`src/rtl/usb_rx_decoder.sv`:
```
// USB receive bit path: NRZI decode, SYNC match, bit unstuffing, LSB-first byte assembly and EOP checks.
// Pulses appear one clk after the consuming sample_en; no backpressure, bytes must be taken on byte_valid.
module usb_rx_decoder #(
    parameter logic [7:0] SYNC_PATTERN = 8'h80,
    parameter int         MAX_ONES     = 6,
    parameter int         IDLE_J_COUNT = 8
) (
    input  logic       clk,
    input  logic       rst,
    input  logic       sample_en,
    input  logic       rx_enable,
    input  logic       d_plus_sync,
    input  logic       d_minus_sync,
    output logic [7:0] rx_byte,
    output logic       byte_valid,
    output logic       packet_start,
    output logic       packet_done,
    output logic       rx_active,
    output logic       stuff_err,
    output logic       eop_err
);
    localparam int OW = $clog2(MAX_ONES + 1);
    localparam int IW = $clog2(IDLE_J_COUNT + 1);
    localparam logic [OW-1:0] L_MAX_ONES  = OW'(MAX_ONES);
    localparam logic [IW-1:0] L_IDLE_LAST = IW'(IDLE_J_COUNT - 1);

    typedef enum logic [2:0] {S_IDLE, S_SYNC, S_DATA, S_EOP, S_ERROR} state_t;

    state_t        r_state, w_state_nxt;
    logic          r_prev_j, w_prev_j_nxt;
    logic [7:0]    r_sr, w_sr_nxt;
    logic [7:0]    r_rx_byte, w_rx_byte_nxt;
    logic [2:0]    r_bit_cnt, w_bit_cnt_nxt;
    logic [OW-1:0] r_ones_cnt, w_ones_cnt_nxt;
    logic [1:0]    r_se0_cnt, w_se0_cnt_nxt;
    logic [IW-1:0] r_idle_cnt, w_idle_cnt_nxt;
    logic          r_byte_valid, w_byte_valid_nxt;
    logic          r_packet_start, w_packet_start_nxt;
    logic          r_packet_done, w_packet_done_nxt;
    logic          r_stuff_err, w_stuff_err_nxt;
    logic          r_eop_err, w_eop_err_nxt;
    logic          w_go_err;

    logic       w_is_j, w_is_k, w_is_se0, w_is_se1, w_bit;
    logic [7:0] w_sr_shift;

    assign w_is_j     = d_plus_sync & ~d_minus_sync;
    assign w_is_k     = ~d_plus_sync & d_minus_sync;
    assign w_is_se0   = ~d_plus_sync & ~d_minus_sync;
    assign w_is_se1   = d_plus_sync & d_minus_sync;
    // NRZI: no transition decodes as 1; only meaningful on J/K samples.
    assign w_bit      = (d_plus_sync == r_prev_j);
    assign w_sr_shift = {w_bit, r_sr[7:1]};

    always_comb begin
        w_state_nxt        = r_state;
        w_prev_j_nxt       = r_prev_j;
        w_sr_nxt           = r_sr;
        w_rx_byte_nxt      = r_rx_byte;
        w_bit_cnt_nxt      = r_bit_cnt;
        w_ones_cnt_nxt     = r_ones_cnt;
        w_se0_cnt_nxt      = r_se0_cnt;
        w_idle_cnt_nxt     = r_idle_cnt;
        w_byte_valid_nxt   = 1'b0;
        w_packet_start_nxt = 1'b0;
        w_packet_done_nxt  = 1'b0;
        w_stuff_err_nxt    = 1'b0;
        w_eop_err_nxt      = 1'b0;
        w_go_err           = 1'b0;
        if (!rx_enable) begin
            w_state_nxt    = S_IDLE;
            w_prev_j_nxt   = 1'b1;
            w_bit_cnt_nxt  = '0;
            w_ones_cnt_nxt = '0;
            w_se0_cnt_nxt  = '0;
            w_idle_cnt_nxt = '0;
        end else if (sample_en) begin
            if (w_is_j || w_is_k) begin
                w_prev_j_nxt = w_is_j;
            end else if (w_is_se0) begin
                w_prev_j_nxt = 1'b1;
            end
            case (r_state)
                S_IDLE: begin
                    if (w_is_k) begin
                        w_state_nxt   = S_SYNC;
                        w_sr_nxt      = w_sr_shift;
                        w_bit_cnt_nxt = 3'd1;
                    end
                end
                S_SYNC: begin
                    if (!(w_is_j || w_is_k)) begin
                        w_eop_err_nxt = 1'b1;
                        w_go_err      = 1'b1;
                    end else begin
                        w_sr_nxt      = w_sr_shift;
                        w_bit_cnt_nxt = r_bit_cnt + 3'd1;
                        if (r_bit_cnt == 3'd7) begin
                            if (w_sr_shift == SYNC_PATTERN) begin
                                w_packet_start_nxt = 1'b1;
                                w_state_nxt        = S_DATA;
                                w_ones_cnt_nxt     = OW'(1);
                                w_bit_cnt_nxt      = '0;
                            end else begin
                                w_eop_err_nxt = 1'b1;
                                w_go_err      = 1'b1;
                            end
                        end
                    end
                end
                S_DATA: begin
                    if (w_is_se1) begin
                        w_eop_err_nxt = 1'b1;
                        w_go_err      = 1'b1;
                    end else if (w_is_se0) begin
                        w_state_nxt   = S_EOP;
                        w_se0_cnt_nxt = 2'd1;
                    end else if (r_ones_cnt == L_MAX_ONES) begin
                        // Mandatory stuffed zero: dropped, never shifted into the byte.
                        if (w_bit) begin
                            w_stuff_err_nxt = 1'b1;
                            w_go_err        = 1'b1;
                        end else begin
                            w_ones_cnt_nxt = '0;
                        end
                    end else begin
                        w_ones_cnt_nxt = w_bit ? r_ones_cnt + 1'b1 : '0;
                        w_sr_nxt       = w_sr_shift;
                        w_bit_cnt_nxt  = r_bit_cnt + 3'd1;
                        if (r_bit_cnt == 3'd7) begin
                            w_rx_byte_nxt    = w_sr_shift;
                            w_byte_valid_nxt = 1'b1;
                        end
                    end
                end
                S_EOP: begin
                    if (w_is_se0) begin
                        if (r_se0_cnt == 2'd2) begin
                            w_eop_err_nxt = 1'b1;
                            w_go_err      = 1'b1;
                        end else begin
                            w_se0_cnt_nxt = r_se0_cnt + 2'd1;
                        end
                    end else if (w_is_j) begin
                        w_packet_done_nxt = (r_bit_cnt == 3'd0);
                        w_eop_err_nxt     = (r_bit_cnt != 3'd0);
                        w_state_nxt       = S_IDLE;
                        w_bit_cnt_nxt     = '0;
                        w_ones_cnt_nxt    = '0;
                        w_se0_cnt_nxt     = '0;
                    end else begin
                        w_eop_err_nxt = 1'b1;
                        w_go_err      = 1'b1;
                    end
                end
                S_ERROR: begin
                    if (w_is_j) begin
                        if (r_idle_cnt == L_IDLE_LAST) begin
                            w_state_nxt    = S_IDLE;
                            w_idle_cnt_nxt = '0;
                        end else begin
                            w_idle_cnt_nxt = r_idle_cnt + 1'b1;
                        end
                    end else begin
                        w_idle_cnt_nxt = '0;
                    end
                end
                default: w_state_nxt = S_IDLE;
            endcase
            if (w_go_err) begin
                w_state_nxt    = S_ERROR;
                w_idle_cnt_nxt = '0;
            end
        end
    end

    always_ff @(posedge clk) begin
        if (rst) begin
            r_state        <= S_IDLE;
            r_prev_j       <= 1'b1;
            r_sr           <= '0;
            r_rx_byte      <= '0;
            r_bit_cnt      <= '0;
            r_ones_cnt     <= '0;
            r_se0_cnt      <= '0;
            r_idle_cnt     <= '0;
            r_byte_valid   <= 1'b0;
            r_packet_start <= 1'b0;
            r_packet_done  <= 1'b0;
            r_stuff_err    <= 1'b0;
            r_eop_err      <= 1'b0;
        end else begin
            r_state        <= w_state_nxt;
            r_prev_j       <= w_prev_j_nxt;
            r_sr           <= w_sr_nxt;
            r_rx_byte      <= w_rx_byte_nxt;
            r_bit_cnt      <= w_bit_cnt_nxt;
            r_ones_cnt     <= w_ones_cnt_nxt;
            r_se0_cnt      <= w_se0_cnt_nxt;
            r_idle_cnt     <= w_idle_cnt_nxt;
            r_byte_valid   <= w_byte_valid_nxt;
            r_packet_start <= w_packet_start_nxt;
            r_packet_done  <= w_packet_done_nxt;
            r_stuff_err    <= w_stuff_err_nxt;
            r_eop_err      <= w_eop_err_nxt;
        end
    end

    assign rx_byte      = r_rx_byte;
    assign byte_valid   = r_byte_valid;
    assign packet_start = r_packet_start;
    assign packet_done  = r_packet_done;
    assign stuff_err    = r_stuff_err;
    assign eop_err      = r_eop_err;
    assign rx_active    = (r_state == S_SYNC) || (r_state == S_DATA) || (r_state == S_EOP);

endmodule

```
`config.mk`:
```
export PLATFORM = sky130hd
export DESIGN_NAME = usb_rx_decoder
export DESIGN_NICKNAME = d
export VERILOG_FILES = /design/src/rtl/usb_rx_decoder.sv
export SDC_FILE = /design/constraint.sdc
export NUM_CORES = 1
export LEC_CHECK = 0
export CAP_MARGIN = 15
export CELL_PAD_IN_SITES_DETAIL_PLACEMENT = 1
export CELL_PAD_IN_SITES_GLOBAL_PLACEMENT = 1
export CORE_AREA = 2 2 90 58
export CTS_CLUSTER_SIZE = 8
export DETAILED_ROUTE_END_ITERATION = 8
export DIE_AREA = 0 0 92 60
export PLACE_DENSITY_LB_ADDON = 0.1
export SLEW_MARGIN = 10
export SYNTH_ARGS = -nofsm -noshare
export SYNTH_HDL_FRONTEND = slang
export SYNTH_SLANG_ARGS = --single-unit
```
`constraint.sdc`:
```
create_clock -name clk -period 4.4 [get_ports clk]
set_input_delay 0.88 -clock clk [delete_from_list [all_inputs] [get_ports clk]]
set_output_delay 0.88 -clock clk [all_outputs]
set_load 0.1 [all_outputs]
```
==> flow_metrics.tcl, run 1 <==
set metrics [dict create \
    ir_drop_v 0.000155 \
    fin_skew_ns 0.00866 \
    max_stage_delay_ns 0.66 \
    antenna_cells 0 \
    final.setup.worst_slack_ns 1.00 \
    grt_use_met1_pct 34.8 \
    cp-end-kind "flop" \
    path_class "in2reg" \
    gp_congestion 0.810 \
    fin_area_sq_um 2440 \
    grt_util_met2_pct 29.4 \
    numCtsBuffers 5 \
    setup_tns_ns 0 \
    layout_commonest_cell "dfxtp_1" \
    grt_start_max_net_pins 22 \
    path_cells "clkdlybuf4s50_1, inv_1, ha_1, nor4b_2, a221oi_2, nand4b_1, mux2i_1, nor2_1" \
    dp_hpwl_um 4230 \
    drt-pass1-iter-count 4 \
    netlist-cell-type-count 60 \
    post_dp_cell_area_sq_um 2350 \
    rows 20 \
    cts_resized 0 \
    grt_use_met3_pct 4.29 \
    final_cell_mix "36 x dfxtp_1, 26 x nor2_1, 19 x clkdlybuf4s50_1" \
    slew_headroom_pct 33.5 \
    synthesis.nets 253 \
    finalPower_uw 630 \
    hold_buffers 0 \
    start_util_pct 44.7 \
    routedWlPerCell_um 18.1 \
    die_w_um 92 \
    antenna_found_initial 0 \
    overflow 0 \
    pre_cts_slack_ns 0.736 \
    power_leakage_nw 0.986 \
    viasPerCell 5.69 \
    cp.arrival_ns 3.58 \
    core_area_sq_um 4750 \
    rsz0062_at_grt "false" \
    required_ns 4.58 \
    pin_count 20 \
    cp_max_fo 14 \
    clk_pin_slew_ns 0.08 \
    synth-seq-cells 36 \
    fmax_mhz 294 \
    yosysSeqAreaShare_pct 33.9 \
    critical_path.startpoint_type "input port" \
    drv_cap 0 \
    die_h_um 60 \
    yosys_warnings 0 \
    period_needed_ns 3.40 \
    layout-drive-gt1-share_pct 9.92 \
    port-buffer-count 19 \
    top_usage_layer "met1" \
    async_flop_share_pct 0 \
    drtAntennaViolNets 0 \
    cts_tree "done" \
    synth_ff_type "dfxtp_1" \
    report.final.slew_viol_count 0 \
    clkSinkCount 36 \
    clkLatencyLatePin_ns 0.29 \
    track_usage_pct 21.7 \
    power.density_nw_per_um2 258 \
    nets 269 \
    synthCells 235 \
    grt_pass1_wl_um 9110 \
    drc 0 \
    synth_area_sq_um 2120 \
    area_growth_pct 14.8 \
    syn_avg_cell_area_sq_um 9.04 \
    status "finished, final reports clean" \
    worst_pin_slew_ns 0.994 \
    post-cts-setup-buffers 0 \
    final-setup-viol-count 0 \
    vias 1810 \
    synth-edff-count 0 \
    clock-root-buffer "clkbuf_8" \
    drt-total-wl_um 5760 \
    hold_violations 0 \
    cpMaxStageDelayCell "clkdlybuf4s50_1" \
    die_area_sq_um 5520 \
    layout_worst_path_cycle_share_pct 77.2 \
    hp-class "reg2reg" \
    ctsHtreeMaxLevel 2 \
    grt_pass1_vias 1649 \
    drtIter0Drc 107 \
    cts.path.max_buffers 2 \
]
## final timing paths
check,start,to,slack (ns),depth (start not counted)
worst max-delay path,d_plus_sync,r_sr[2],1.00,8
worst min-delay path,r_se0_cnt[1],r_se0_cnt[1],0.48,2
worst max register to register,r_state[1],rx_byte[4],2.16,6
worst min register to register,r_se0_cnt[1],r_se0_cnt[1],0.48,2
## Yosys cell counts, types with 2 or more instances
cell / number / share of area, %
a2111oi_0: 2 / 0.82
a21oi_1: 7 / 1.6
a311oi_1: 2 / 0.82
a31oi_1: 3 / 0.88
and3_1: 3 / 0.88
and3b_1: 2 / 0.82
buf_4: 3 / 1.1
clkbuf_1: 8 / 1.4
dfxtp_1: 36 / 34
ha_1: 12 / 7.1
inv_1: 9 / 1.6
mux2i_1: 17 / 8.0
nand2_1: 18 / 3.2
nand2b_1: 2 / 0.59
nand3_1: 7 / 1.6
nand3b_1: 7 / 2.5
nand4_1: 4 / 1.2
nand4b_1: 4 / 1.6
nor2_1: 26 / 4.6
nor2b_1: 9 / 2.6
nor3_1: 4 / 0.94
nor3b_1: 2 / 0.71
nor3b_2: 2 / 1.2
nor4b_1: 2 / 0.82
o2111ai_1: 2 / 0.82
o211ai_1: 2 / 0.71
o21a_1: 2 / 0.71
o21ai_0: 5 / 1.2
o21ai_1: 2 / 0.47
## through the flow
step | utilization, % | hold slack (ns) | std cells
CTS | 51.3 | 0.487 | 318
global route | 51.3 | 0.514 | 318
finish | 51.3 | 0.484 | 318
global placement | 49.4 | 0.463 | 310
detailed placement | 49.4 | 0.475 | 310
floorplan | - | 0.450 | 235
## registers in the layout, summed over array words and instances (netlist names)
| signal | count |
|---|---|
| rx_byte | 8 |
| r_sr | 7 |
| r_idle_cnt | 4 |
| r_bit_cnt | 3 |
| r_ones_cnt | 3 |
| r_state | 3 |
| r_se0_cnt | 2 |
| byte_valid | 1 |
| eop_err | 1 |
| packet_done | 1 |
| packet_start | 1 |
| r_prev_j | 1 |
| stuff_err | 1 |
## power by group
group / internal (mW) / total, mW / switching (mW) / leakage (nW)
registers: 0.327 / 0.329 / 0.00191 / 0.290
logic: 0.0225 / 0.0648 / 0.0423 / 0.648
clock network: 0.110 / 0.236 / 0.126 / 0.0479
total: 0.460 / 0.630 / 0.170 / 0.986
## final cells by class
type                            count  area, sq um
Clock buffer                        5         68.8
Clock inverter                      3         18.8
Fill cell                         555         2320
Inverter                           10         37.5
Multi-Input combinational cell    175         1290
Sequential cell                    36          721
Tap cell                           66         82.6
Timing Repair Buffer               23          220
## worst max-delay path, delay by kind of cell
kind                       cells  cell delay [ns]
buffers and inverters          2             0.80
adders and majority gates      1             0.40
AOI/OAI and AO/OA              1             0.14
and+or+nand+nor                3             1.00
muxes                          1             0.35
## kinds of logic (layout without fill, tap and decap cells)
family                     Yosys count  count (layout)  share of synthesized area, %
xor gates and xnor gates             2               2                          1.71
adders and majority gates           12              12                          7.07
buffers and inverters               24              41                          5.36
DFF                                 36              36                          33.9
muxes                               18              18                          8.54
and+or+nand+nor                    102             102                          28.6
AOI/OAI and AO/OA                   41              41                          14.8
## per-layer routing
metal	routed length, um	vias to the layer above	part of all wire, %
li1	-	885	-
met1	3080	865	54
met2	2290	56	40
met3	341	4	5.9
met4	36	0	0.63
met5	0	-	0
Power figures use the tool's default switching activity.
==> inputs of run 2 (changes only) <==
CORE_AREA = 2 2 99 63   (was 2 2 90 58)
DIE_AREA = 0 0 101 65   (was 0 0 92 60)
clock period = 3 ns   (was 4.4 ns; I/O delays follow)
==> flow_metrics.tcl, run 2 (synthesis results as in run 1) <==
set metrics [dict create \
    die_w_um 101 \
    cp.arrival_ns 2.77 \
    overflow 0 \
    rows 22 \
    clkLatencyLatePin_ns 0.30 \
    die_area_sq_um 6570 \
    fmax_mhz 394 \
    grt_pass1_wl_um 9340 \
    gp_congestion 0.795 \
    viasPerCell 5.45 \
    r2r_slack_ns 0.82 \
    required_ns 3.23 \
    r2r-start "r_state[0]" \
    slew_headroom_pct 53.7 \
    layout-drive-gt1-share_pct 17.4 \
    hp-class "reg2reg" \
    ir_drop_v 0.000223 \
    drt-total-wl_um 5740 \
    critPathLaunch "d_minus_sync" \
    cts_resized 0 \
    post-cts-setup-buffers 0 \
    hold_violations 0 \
    drtIter0Drc 105 \
    period_needed_ns 2.54 \
    p_clk_share_pct 38.8 \
    netSwitchingFraction_pct 28.4 \
    track_usage_pct 19.0 \
    largest_register_ffs 8 \
    rsz0062_at_grt "false" \
    die_h_um 65 \
    cp-end-kind "flop" \
    combPwrFrac_pct 10.2 \
    power.density_nw_per_um2 387 \
    ctsHtreeMaxLevel 2 \
    nets 275 \
    vias 1797 \
    core_area_sq_um 5780 \
    clk_pin_slew_ns 0.08 \
    cts.path.max_buffers 2 \
    path_class "in2reg" \
    post_dp_cell_area_sq_um 2370 \
    drt-pass1-iter-count 4 \
    layout_commonest_cell "dfxtp_1" \
    fill_cells 693 \
    hold_buffers 0 \
    final.setup.worst_slack_ns 0.463 \
    status "finished, final reports clean" \
    switching_power_uw 270 \
    area_growth_pct 15.7 \
    clock-root-buffer "clkbuf_8" \
    grt_pass1_vias 1668 \
    cp_max_fo 5 \
    clkSinkCount 36 \
    finalPower_uw 951 \
    placed_cells 322 \
    start_util_pct 36.8 \
    layout_worst_path_cycle_share_pct 84.6 \
    dp_hpwl_um 4310 \
    worst_pin_slew_ns 0.693 \
    grt_start_max_net_pins 18 \
    p_int_uw 681 \
    fin_area_sq_um 2460 \
    routedWlPerCell_um 17.4 \
    numCtsBuffers 5 \
    setup_tns_ns 0 \
    antenna_found_initial 0 \
    final-setup-viol-count 0 \
    antenna_cells 0 \
    hold_start "r_se0_cnt[1]" \
    fin_util_pct 42.5 \
    fin_skew_ns 0.00930 \
    cts_tree "done" \
    final_cell_mix "36 x dfxtp_1, 26 x nor2_1, 24 x buf_4" \
    drc 0 \
    power_leakage_nw 1.04 \
    hold_ws_ns 0.495 \
    report.final.slew_viol_count 0 \
    port-buffer-count 19 \
    pin_count 20 \
    layout.cells.non_filler 330 \
    drv_cap 0 \
    critical_path.startpoint_type "input port" \
    drtAntennaViolNets 0 \
    pre_cts_slack_ns 0.178 \
    p_seq_share_pct 51.0 \
]
==> run 2: cell count changes in the layout (fill, tap and decap cells not counted), sizes merged <==
cell and delta:
clkinvlp +1, buf +20, clkinv -2, clkdlybuf4s50 -14, inv +1
==> run 2: layout make-up <==
class	count	area, sq um	share of cell area (%)
Tap cell	72	90.1	3.66
Inverter	10	37.5	1.53
Sequential cell	36	721	29.3
Clock buffer	5	68.8	2.80
Multi-Input combinational cell	175	1290	52.5
Clock inverter	3	21.3	0.865
Timing Repair Buffer	29	230	9.36
==> run 2: per-layer routing <==
| metal | share of wire [%] | global-route usage [%] | wire length [um] | up-vias |
|---|---|---|---|---|
| li1 | - | - | - | 892 |
| met1 | 58 | 31.5 | 3330 | 860 |
| met2 | 36 | 23.5 | 2050 | 40 |
| met3 | 5.3 | 3.88 | 303 | 5 |
| met4 | 1.0 | 5.07 | 59 | 0 |
| met5 | 0 | 0 | 0 | - |
==> run 2: power groups by stage <==
| stage | combinational [mW] | sequential, mW | clock, mW |
|---|---|---|---|
| global placement | 0.0956 | 0.496 | 0 |
| floorplan | 0.0626 | 0.493 | 0 |
| CTS | 0.0964 | 0.485 | 0.384 |
| detailed placement | 0.0960 | 0.496 | 0 |
| global route | 0.105 | 0.486 | 0.402 |
| finish | 0.0973 | 0.485 | 0.369 |
==> run 2: worst max-delay path, cell delays in order <==
cell             delay, ns
clkdlybuf4s50_1       0.53
inv_1                 0.08
ha_1                  0.38
nand2_1               0.08
o2111a_1              0.23
a2111o_1              0.40
o41a_1                0.40
o21ai_2               0.06
==> run 2: worst paths after layout <==
check	to	depth (start not counted)
worst max-delay path	r_state[1]	8
worst min-delay path	r_se0_cnt[1]	2
worst max register to register	r_state[1]	4
worst min register to register	r_se0_cnt[1]	2
